### src/rtl/radix_3_in_commutator_if.sv
// Stream-in / triple-out bus of the radix-3 input commutator.
// master drives samples and sees triples; slave is the commutator itself.
interface radix_3_in_commutator_if #(
  parameter int DW = 32,
  parameter int IW = 4
);
  logic          in_valid;
  logic          in_sof;
  logic [DW-1:0] in_re;
  logic [DW-1:0] in_img;
  logic [DW-1:0] a_re, a_img;
  logic [DW-1:0] b_re, b_img;
  logic [DW-1:0] c_re, c_img;
  logic          out_valid;
  logic [IW-1:0] out_idx;
  logic          out_last;
  logic          frame_err;

  modport master (
    output in_valid, in_sof, in_re, in_img,
    input  a_re, a_img, b_re, b_img, c_re, c_img,
    input  out_valid, out_idx, out_last, frame_err
  );

  modport slave (
    input  in_valid, in_sof, in_re, in_img,
    output a_re, a_img, b_re, b_img, c_re, c_img,
    output out_valid, out_idx, out_last, frame_err
  );
endinterface

### src/rtl/radix_3_in_commutator.sv
// Radix-3 input commutator: buffers x[0..2M-1] of each frame in two banks and
// emits (x[k], x[k+M], x[k+2M]) as x[k+2M] streams in.
module radix_3_in_commutator #(
  parameter int DW      = 32,
  parameter int SEG_LEN = 9,
  parameter int IW      = $clog2(SEG_LEN)
) (
  input  logic clk,
  input  logic rst_n,
  radix_3_in_commutator_if.slave bus
);

  typedef enum logic [1:0] {FILL_A, FILL_B, DRAIN} state_t;

  state_t        state, state_nxt;
  logic [IW-1:0] cnt, cnt_nxt, wr_idx;
  logic          wr_a, wr_b, emit, err, last;

  logic [2*DW-1:0] bank_a [SEG_LEN];
  logic [2*DW-1:0] bank_b [SEG_LEN];

  logic [DW-1:0] a_re_q, a_img_q, b_re_q, b_img_q, c_re_q, c_img_q;
  logic [IW-1:0] idx_q;
  logic          vld_q, last_q, err_q;

  assign last = (cnt == IW'(SEG_LEN - 1));

  // FSM state and segment counter; only accepted samples move them
  always_ff @(posedge clk or negedge rst_n) begin
    if (!rst_n) begin
      state <= FILL_A;
      cnt   <= '0;
    end else begin
      state <= state_nxt;
      cnt   <= cnt_nxt;
    end
  end

  // Next state, bank write selects, triple strobe and sof realignment
  always_comb begin
    state_nxt = state;
    cnt_nxt   = cnt;
    wr_a      = 1'b0;
    wr_b      = 1'b0;
    wr_idx    = cnt;
    emit      = 1'b0;
    err       = 1'b0;
    if (bus.in_valid) begin
      if (bus.in_sof) begin
        // sof forces this sample to x[0]; any partial frame is dropped
        wr_a      = 1'b1;
        wr_idx    = '0;
        cnt_nxt   = IW'(1);
        state_nxt = FILL_A;
        err       = (state != FILL_A) || (cnt != '0);
      end else begin
        cnt_nxt = last ? '0 : cnt + IW'(1);
        unique case (state)
          FILL_A: begin
            wr_a = 1'b1;
            if (last) state_nxt = FILL_B;
          end
          FILL_B: begin
            wr_b = 1'b1;
            if (last) state_nxt = DRAIN;
          end
          DRAIN: begin
            emit = 1'b1;
            if (last) state_nxt = FILL_A;
          end
          default: state_nxt = FILL_A;
        endcase
      end
    end
  end

  // Sample banks; never cleared since DRAIN only follows a full rewrite
  always_ff @(posedge clk) begin
    if (wr_a) bank_a[wr_idx] <= {bus.in_re, bus.in_img};
    if (wr_b) bank_b[wr_idx] <= {bus.in_re, bus.in_img};
  end

  // Output triple register; data holds between strobes
  always_ff @(posedge clk or negedge rst_n) begin
    if (!rst_n) begin
      a_re_q  <= '0;
      a_img_q <= '0;
      b_re_q  <= '0;
      b_img_q <= '0;
      c_re_q  <= '0;
      c_img_q <= '0;
      idx_q   <= '0;
      vld_q   <= 1'b0;
      last_q  <= 1'b0;
      err_q   <= 1'b0;
    end else begin
      vld_q  <= emit;
      last_q <= emit && last;
      err_q  <= err;
      if (emit) begin
        {a_re_q, a_img_q} <= bank_a[cnt];
        {b_re_q, b_img_q} <= bank_b[cnt];
        c_re_q            <= bus.in_re;
        c_img_q           <= bus.in_img;
        idx_q             <= cnt;
      end
    end
  end

  assign bus.a_re      = a_re_q;
  assign bus.a_img     = a_img_q;
  assign bus.b_re      = b_re_q;
  assign bus.b_img     = b_img_q;
  assign bus.c_re      = c_re_q;
  assign bus.c_img     = c_img_q;
  assign bus.out_idx   = idx_q;
  assign bus.out_valid = vld_q;
  assign bus.out_last  = last_q;
  assign bus.frame_err = err_q;

endmodule
### src/flat_wrapper.sv
// flat-port wrapper written by rule: the top's interface ports become plain ports
module radix_3_in_commutator_flat 
#(
  parameter int DW      = 32,
  parameter int SEG_LEN = 9,
  parameter int IW      = $clog2(SEG_LEN)
)
  (clk, rst_n, bus_in_valid, bus_in_sof, bus_in_re, bus_in_img, bus_a_re, bus_a_img, bus_b_re, bus_b_img, bus_c_re, bus_c_img, bus_out_valid, bus_out_idx, bus_out_last, bus_frame_err);
  radix_3_in_commutator_if #(.DW(DW), .IW(IW)) bus_i ();
  input  logic clk;
  input  logic rst_n;
  input wire logic [$bits(bus_i.in_valid)-1:0] bus_in_valid;
  input wire logic [$bits(bus_i.in_sof)-1:0] bus_in_sof;
  input wire logic [$bits(bus_i.in_re)-1:0] bus_in_re;
  input wire logic [$bits(bus_i.in_img)-1:0] bus_in_img;
  output wire logic [$bits(bus_i.a_re)-1:0] bus_a_re;
  output wire logic [$bits(bus_i.a_img)-1:0] bus_a_img;
  output wire logic [$bits(bus_i.b_re)-1:0] bus_b_re;
  output wire logic [$bits(bus_i.b_img)-1:0] bus_b_img;
  output wire logic [$bits(bus_i.c_re)-1:0] bus_c_re;
  output wire logic [$bits(bus_i.c_img)-1:0] bus_c_img;
  output wire logic [$bits(bus_i.out_valid)-1:0] bus_out_valid;
  output wire logic [$bits(bus_i.out_idx)-1:0] bus_out_idx;
  output wire logic [$bits(bus_i.out_last)-1:0] bus_out_last;
  output wire logic [$bits(bus_i.frame_err)-1:0] bus_frame_err;
  assign bus_i.in_valid = bus_in_valid;
  assign bus_i.in_sof = bus_in_sof;
  assign bus_i.in_re = bus_in_re;
  assign bus_i.in_img = bus_in_img;
  assign bus_a_re = bus_i.a_re;
  assign bus_a_img = bus_i.a_img;
  assign bus_b_re = bus_i.b_re;
  assign bus_b_img = bus_i.b_img;
  assign bus_c_re = bus_i.c_re;
  assign bus_c_img = bus_i.c_img;
  assign bus_out_valid = bus_i.out_valid;
  assign bus_out_idx = bus_i.out_idx;
  assign bus_out_last = bus_i.out_last;
  assign bus_frame_err = bus_i.frame_err;
  radix_3_in_commutator #(.DW(DW), .SEG_LEN(SEG_LEN), .IW(IW)) u_core (.clk(clk), .rst_n(rst_n), .bus(bus_i));
endmodule
### config.mk
export PLATFORM = sky130hd
export DESIGN_NAME = radix_3_in_commutator_flat
export DESIGN_NICKNAME = d
export VERILOG_FILES = /design/src/rtl/radix_3_in_commutator_if.sv /design/src/rtl/radix_3_in_commutator.sv /design/src/flat_wrapper.sv
export SDC_FILE = /design/constraint.sdc
export NUM_CORES = 1
export LEC_CHECK = 0
export BUFFER_PORTS_ARGS = -buffer_cell sky130_fd_sc_hd__buf_2
export CAP_MARGIN = 20
export CORE_ASPECT_RATIO = 1.4
export CORE_UTILIZATION = 60
export DETAILED_ROUTE_END_ITERATION = 10
export PLACE_DENSITY = 0.85
export SETUP_SLACK_MARGIN = 0.2
export SYNTH_ARGS = -nofsm -noshare
export SYNTH_HDL_FRONTEND = slang
export SYNTH_SLANG_ARGS = --single-unit
### constraint.sdc
create_clock -name clk -period 21.7 [get_ports clk]
set_input_delay 1.085 -clock clk [delete_from_list [all_inputs] [get_ports clk]]
set_output_delay 1.085 -clock clk [all_outputs]
set_load 0.1 [all_outputs]
==> impl_metrics.yaml, run 1 <==
run_status:
  status: "finished clean"
worst_setup_path:
  path_max_fanout: 147
  startpoint_type: "register"
  critical_path_class: "reg -> reg"
  required_ns: 22.00
  endpoint_kind: "register"
  arrival_ns: 4.77
die:
  row_count: 127
  die_y_um: 350.3
  core_area_um2: 85810
  start_util: 0.6060
  die_w_um: 250.8
  die_area_um2: 87860
  io_pins: 267
route:
  drt_iter0_drc: 3760
  ant_nets: 0
  vias: 29750
  wl_mm: 131.0
  via_per_inst: 6.755
  drt_first_pass_iters: 7
  wl_per_cell_um: 29.74
  drc: 0
grt:
  grt_pass1_wl_mm: 192.6
  grtUsageTotal: 0.3014
  grt_antenna_before_repair: 5
  gr-total-overflow: 0
  grt_pass1_vias: 30790
  grt_start_max_net_pins: 166
pwr:
  power_density_nw_per_um2: 128.7
  p_leak_nw: 19.58
  irDropWorstVdd_mv: 0.1431
place:
  dp.cells: 4185
  gp_congestion: 0.7864
  hpwl_mm: 66.13
  io_buffers: 266
clocking:
  clock_path_buffers: 3
  clkSinkCount: 1357
  cts-root-buf: "clkbuf_16"
  cts_resized: 0
  cts_setup_buffers: 0
  cts_tree: "done"
  numCtsBuffers: 114
  insertion_delay_ns: 0.71
  clk_pin_slew_ns: 0.07
  h-tree-depth: 3
  cts_hold_buffers: 0
yosys:
  synth_top_area_frac: 0.6653
  yosysWarnings: 0
  synth_top_cell_by_area: "edfxtp_1"
  ys_seq_area_frac: 0.7639
  synth_area_um2: 52000
  synth_fp_nets: 3042
  synth-seq-cells: 1357
  syn_inst: 2972
  synth_ff_type: "edfxtp_1"
  yosysUniqueCellTypes: 40
  synth_edf_count: 1152
  async_reset_ff_frac: 0.1511
  syn_area_per_cell_um2: 17.50
  netlist_top_cells_area: "edfxtp_1 67%, mux4_2 11%, dfrtp_1 9.9%"
layout:
  layout-drive-gt1-share: 0.2316
  fin_nets: 3276
  nFillCells: 5197
  fin_cells: 4404
  final_cell_mix: "1152 x edfxtp_1, 463 x nand2_1, 265 x buf_2"
  layout_commonest_cell: "edfxtp_1"
  syn2layout_area_growth_pct: 11.38
sta:
  rsz0062_at_grt: "no"
  skew_ns: 0.03753
  max-slew-margin-rel: 0.1840
  fin_crit_ns: 4.475
  worstMarginPinSlew_ns: 1.224
  setup_viol: 0
  period_share: 0.2062
  hold_viol: 0
  tns_ns: 0
  clock.fmax_ghz: 0.2235
  maxSlewViolCount: 0
min_path:
  min_path_type: "in -> async"
run:
  cap_violations: 0
-- Yosys cell counts, types with 2 or more instances --
library cell / number
ha_1: 2
and3_1: 2
clkbuf_1: 89
o22ai_1: 2
buf_6: 14
a31oi_1: 2
buf_8: 8
inv_2: 2
a211oi_1: 128
edfxtp_1: 1152
buf_1: 6
a21oi_1: 129
buf_4: 8
o21ai_0: 6
buf_2: 67
nor3_1: 131
mux4_2: 256
nand3_1: 131
nor4_1: 2
dfrtp_1: 205
nand2_1: 463
nand3b_1: 3
inv_1: 3
nor2_1: 145
-- registers in the layout, summed over array words and instances (netlist names) --
signal and cells:
u_core.bus.frame_err 1, u_core.bus.a_re 32, u_core.bus.c_re 32, u_core.bus.b_re 32
u_core.state 2, u_core.bus.b_img 32, u_core.bus.out_idx 4, u_core.bus.out_valid 1
u_core.cnt 4, u_core.bank_b 576, u_core.bus.a_img 32, u_core.bank_a 576
u_core.bus.c_img 32, u_core.bus.out_last 1
-- stage by stage --
| step | power [mW] | setup WS (ns) | hold WS, ns | instance area [um^2] | utilization |
|---|---|---|---|---|---|
| floorplan | 4.962 | 13.49 | 0.5323 | 52000 | - |
| global placement | 5.410 | 16.80 | 0.4537 | 54190 | 0.6315 |
| detailed placement | 5.449 | 16.64 | 0.4576 | 54190 | 0.6315 |
| CTS | 7.465 | 17.29 | 0.3673 | 57890 | 0.6747 |
| global route | 7.649 | 17.10 | 0.3862 | 57920 | 0.6749 |
| finish | 7.456 | 17.22 | 0.3634 | 57920 | 0.6749 |
-- critical path: stages, from the launching register on --
cell     delay [ns]
dfrtp_4        1.10
buf_12         0.75
nor2b_1        0.33
nand2_1        0.27
nor2_4         0.60
buf_4          0.92
-- cell type report --
cell class,count,area (um^2),share of cell area
Antenna cell,1,2.502,0.00004321
Clock buffer,163,3209,0.05541
Clock inverter,54,494.2,0.008534
Inverter,6,42.54,0.0007345
Multi-Input combinational cell,1417,11350,0.1959
Sequential cell,1357,39740,0.6861
Tap cell,1096,1371,0.02368
Timing Repair Buffer,310,1709,0.02951
-- kinds of logic (layout without fill, tap and decap cells) --
kind of cell | count (synthesis) | after routing | share of synthesized area
DFF | 1357 | 1357 | 0.7639
and+or+nand+nor | 885 | 885 | 0.07139
AOI/OAI and AO/OA | 273 | 273 | 0.03287
muxes | 257 | 257 | 0.1111
buffers and inverters | 198 | 533 | 0.02024
adders and majority gates | 2 | 2 | 0.0004812
other | 0 | 1 | 0
-- worst paths after layout --
| kind | slack (ns) | to | cells past startpoint | start |
|---|---|---|---|---|
| setup / recovery | 17.22 | u_core.bank_b[7][53]$_DFFE_PP_ | 5 | u_core.cnt[2]$_DFFE_PN0P_ |
| hold / removal | 0.36 | u_core.bus.b_img[13]$_DFFE_PN0P_ | 1 | rst_n |
| setup reg to reg | 17.22 | u_core.bank_b[7][53]$_DFFE_PP_ | 5 | u_core.cnt[2]$_DFFE_PN0P_ |
| hold reg to reg | 0.47 | u_core.bus.c_re[1]$_DFFE_PN0P_ | 2 | u_core.bus.c_re[1]$_DFFE_PN0P_ |
| max in group asynchronous | 19.31 | u_core.bus.b_re[17]$_DFFE_PN0P_ | 3 | rst_n |
| min in group clk | 0.47 | u_core.bus.c_re[1]$_DFFE_PN0P_ | 2 | u_core.bus.c_re[1]$_DFFE_PN0P_ |
-- where the power goes --
group / switching [mW] / leakage [nW] / total (mW) / internal, mW
sequential: 0.203 / 12.9 / 3.27 / 3.06
combinational: 1.80 / 4.83 / 2.16 / 0.360
clock: 0.926 / 1.81 / 2.03 / 1.11
total: 2.93 / 19.6 / 7.46 / 4.53
-- layer usage --
metal	wire length (um)	vias up	track usage
met1	44790	15150	0.3734
met2	66770	2189	0.5140
met3	12610	425	0.04963
li1	-	11980	-
met5	27	-	0
met4	6785	4	0.1608
Note: power is estimated with default switching activity, not from simulation.
==> inputs of run 2 (changes only) <==
- CORE_UTILIZATION: 60 -> 55
- PLACE_DENSITY: 0.85 -> 0.83
- clock period: 21.7 -> 3.9 ns (I/O delays scaled with it)
==> run 2 against run 1 <==
Compared with the run above: critical endpoint is now u_core.state[1]$_DFFE_PN0P_; clock skew down 0.013 ns; maximum frequency increased by 29%; core utilization fell by 4.7 points; die area up 9.0%; sequential power grew to 5.5 times the previous value; cell count grew 4.6%; critical path depth rose by 3.
==> impl_metrics.yaml, run 2 (same netlist as run 1, synthesis figures left out) <==
route:
  drt_iter0_drc: 4163
  via_per_inst: 6.635
  drt_first_pass_iters: 6
  vias: 30570
  wl_mm: 136.7
  drc: 0
  ant_nets: 0
  wl_per_cell_um: 29.66
layout:
  fin_cells: 4607
  fin_nets: 3359
  finalInstanceArea_um2: 58970
  syn2layout_area_growth_pct: 13.41
  layout-drive-gt1-share: 0.2274
  final_cell_mix: "1152 x edfxtp_1, 463 x nand2_1, 265 x buf_2"
  reg_top3: "u_core.bank_a x576, u_core.bank_b x576"
  utilization: 0.6283
  layout_commonest_cell: "edfxtp_1"
  nFillCells: 6020
sta:
  skew_ns: 0.02449
  tns_ns: 0
  maxSlewViolCount: 0
  rsz0062_at_grt: "no"
  max-slew-margin-rel: 0.08953
  clock.fmax_ghz: 0.2887
  fin_crit_ns: 3.463
  hold_viol: 0
  period_share: 0.8880
  worstMarginPinSlew_ns: 1.366
  setup_viol: 0
place:
  hpwl_mm: 66.09
  gp_congestion: 0.7914
  placed_area_um2: 54620
  dp.cells: 4320
  io_buffers: 266
pwr:
  power.total_mw: 41.66
  power_density_nw_per_um2: 706.5
  p_leak_nw: 19.96
  irDropWorstVdd_mv: 0.7897
clocking:
  h-tree-depth: 3
  clk_pin_slew_ns: 0.07
  numCtsBuffers: 114
  clock_path_buffers: 3
  cts-root-buf: "clkbuf_16"
  insertion_delay_ns: 0.72
  clkSinkCount: 1357
  cts_tree: "done"
worst_setup_path:
  critical_path_class: "reg -> reg"
  endpoint_kind: "register"
  r2r_slack_ns: 0.44
  arrival_ns: 4.10
  required_ns: 4.54
  startpoint_type: "register"
  slowest_stage: "dfrtp_4"
  slowest_delay_ns: 0.75
  worst-path-buf-inv: 3
  crit_chain: "inv_6 > buf_6 > ha_1 > nand3b_1 > nor3_1 > a31oi_1 > o22ai_1 > dlygate4sd3_1"
  path_max_fanout: 66
  path_delay_family: "buffers and inverters"
grt:
  grt_antenna_before_repair: 1
  gr-total-overflow: 0
  grt_pass1_wl_mm: 200.3
  grt_start_max_net_pins: 201
  grtUsageTotal: 0.2883
  grt_pass1_vias: 31870
die:
  die_y_um: 365.8
  start_util: 0.5540
  io_pins: 267
  core_area_um2: 93860
  die_area_um2: 95790
  die_w_um: 261.9
  row_count: 133
run:
  cap_violations: 0
min_path:
  min_path_type: "in -> async"
run_status:
  status: "finished clean"
[run 2: cell count changes in the layout (fill, tap and decap cells not counted), sizes merged]
| cell | previous run | this run |
|---|---|---|
| clkinvlp | 4 | 5 |
| clkinv | 39 | 34 |
| buf | 310 | 325 |
| dlygate4sd3 | 0 | 68 |
| clkbuf | 163 | 168 |
[run 2: layer usage]
layer | wire length, um | track usage | up-vias
met5 | 0 | 0 | -
met4 | 8284 | 0.1666 | 0
met3 | 14460 | 0.06420 | 575
met2 | 68490 | 0.4742 | 2500
met1 | 45430 | 0.3498 | 15330
li1 | - | - | 12170
[run 2: through the flow]
stage / worst slack, ns / hold slack (ns)
3_5_place_dp: 0.7780 / 0.2847
4_1_cts: 0.3502 / 0.1158
6_report: 0.4367 / 0.09527
5_1_grt: 0.3864 / 0.1524
3_3_place_gp: 0.8295 / 0.2954
2_1_floorplan: -0.5196 / -0.1006
[run 2: worst reg2reg max path: cells and delay by family (launching register included)]
family | cells | cell delay (ns)
buffers and inverters | 3 | 1.59
flip-flops | 1 | 0.75
AND/OR/NAND/NOR | 2 | 0.51
adder cells (fa/ha/maj) | 1 | 0.33
AO/OA/AOI/OAI | 2 | 0.23
[run 2: worst paths after layout]
kind	endpoint	startpoint	cells after the start
min in group clk	u_core.bus.c_img[31]$_DFFE_PN0P_	bus_in_img[31]	4
max in group asynchronous	u_core.bus.b_re[9]$_DFFE_PN0P_	rst_n	3
min reg2reg	u_core.bus.c_img[24]$_DFFE_PN0P_	u_core.bus.c_img[24]$_DFFE_PN0P_	2
min	u_core.bus.a_img[10]$_DFFE_PN0P_	rst_n	2
max reg2reg	u_core.state[1]$_DFFE_PN0P_	u_core.cnt[1]$_DFFE_PN0P_	8
max	u_core.state[1]$_DFFE_PN0P_	u_core.cnt[1]$_DFFE_PN0P_	8
[run 2: cell type report]
class	count	area, um^2	area share
flip-flops and latches	1357	39740	0.6739
multi-input cells	1417	11380	0.1931
clock buffers	168	3209	0.05443
repair buffers	393	2619	0.04441
well taps	1215	1520	0.02578
clock inverters	50	451.7	0.007660
inverters	6	42.54	0.0007214
diodes	1	2.502	0.00004244
[run 2: repair_timing]
action	4_1_cts	5_1_grt
gates resized for setup	0	1
setup endpoints to repair	0	1
buffers inserted	0	0
hold endpoints to repair	1308	0
hold buffers	68	0
[run 2: report_power, final]
part,internal (mW),switching (mW)
Clock,6.13,5.17
Combinational,2.08,10.3
Sequential,17.0,0.969
Total,25.3,16.4
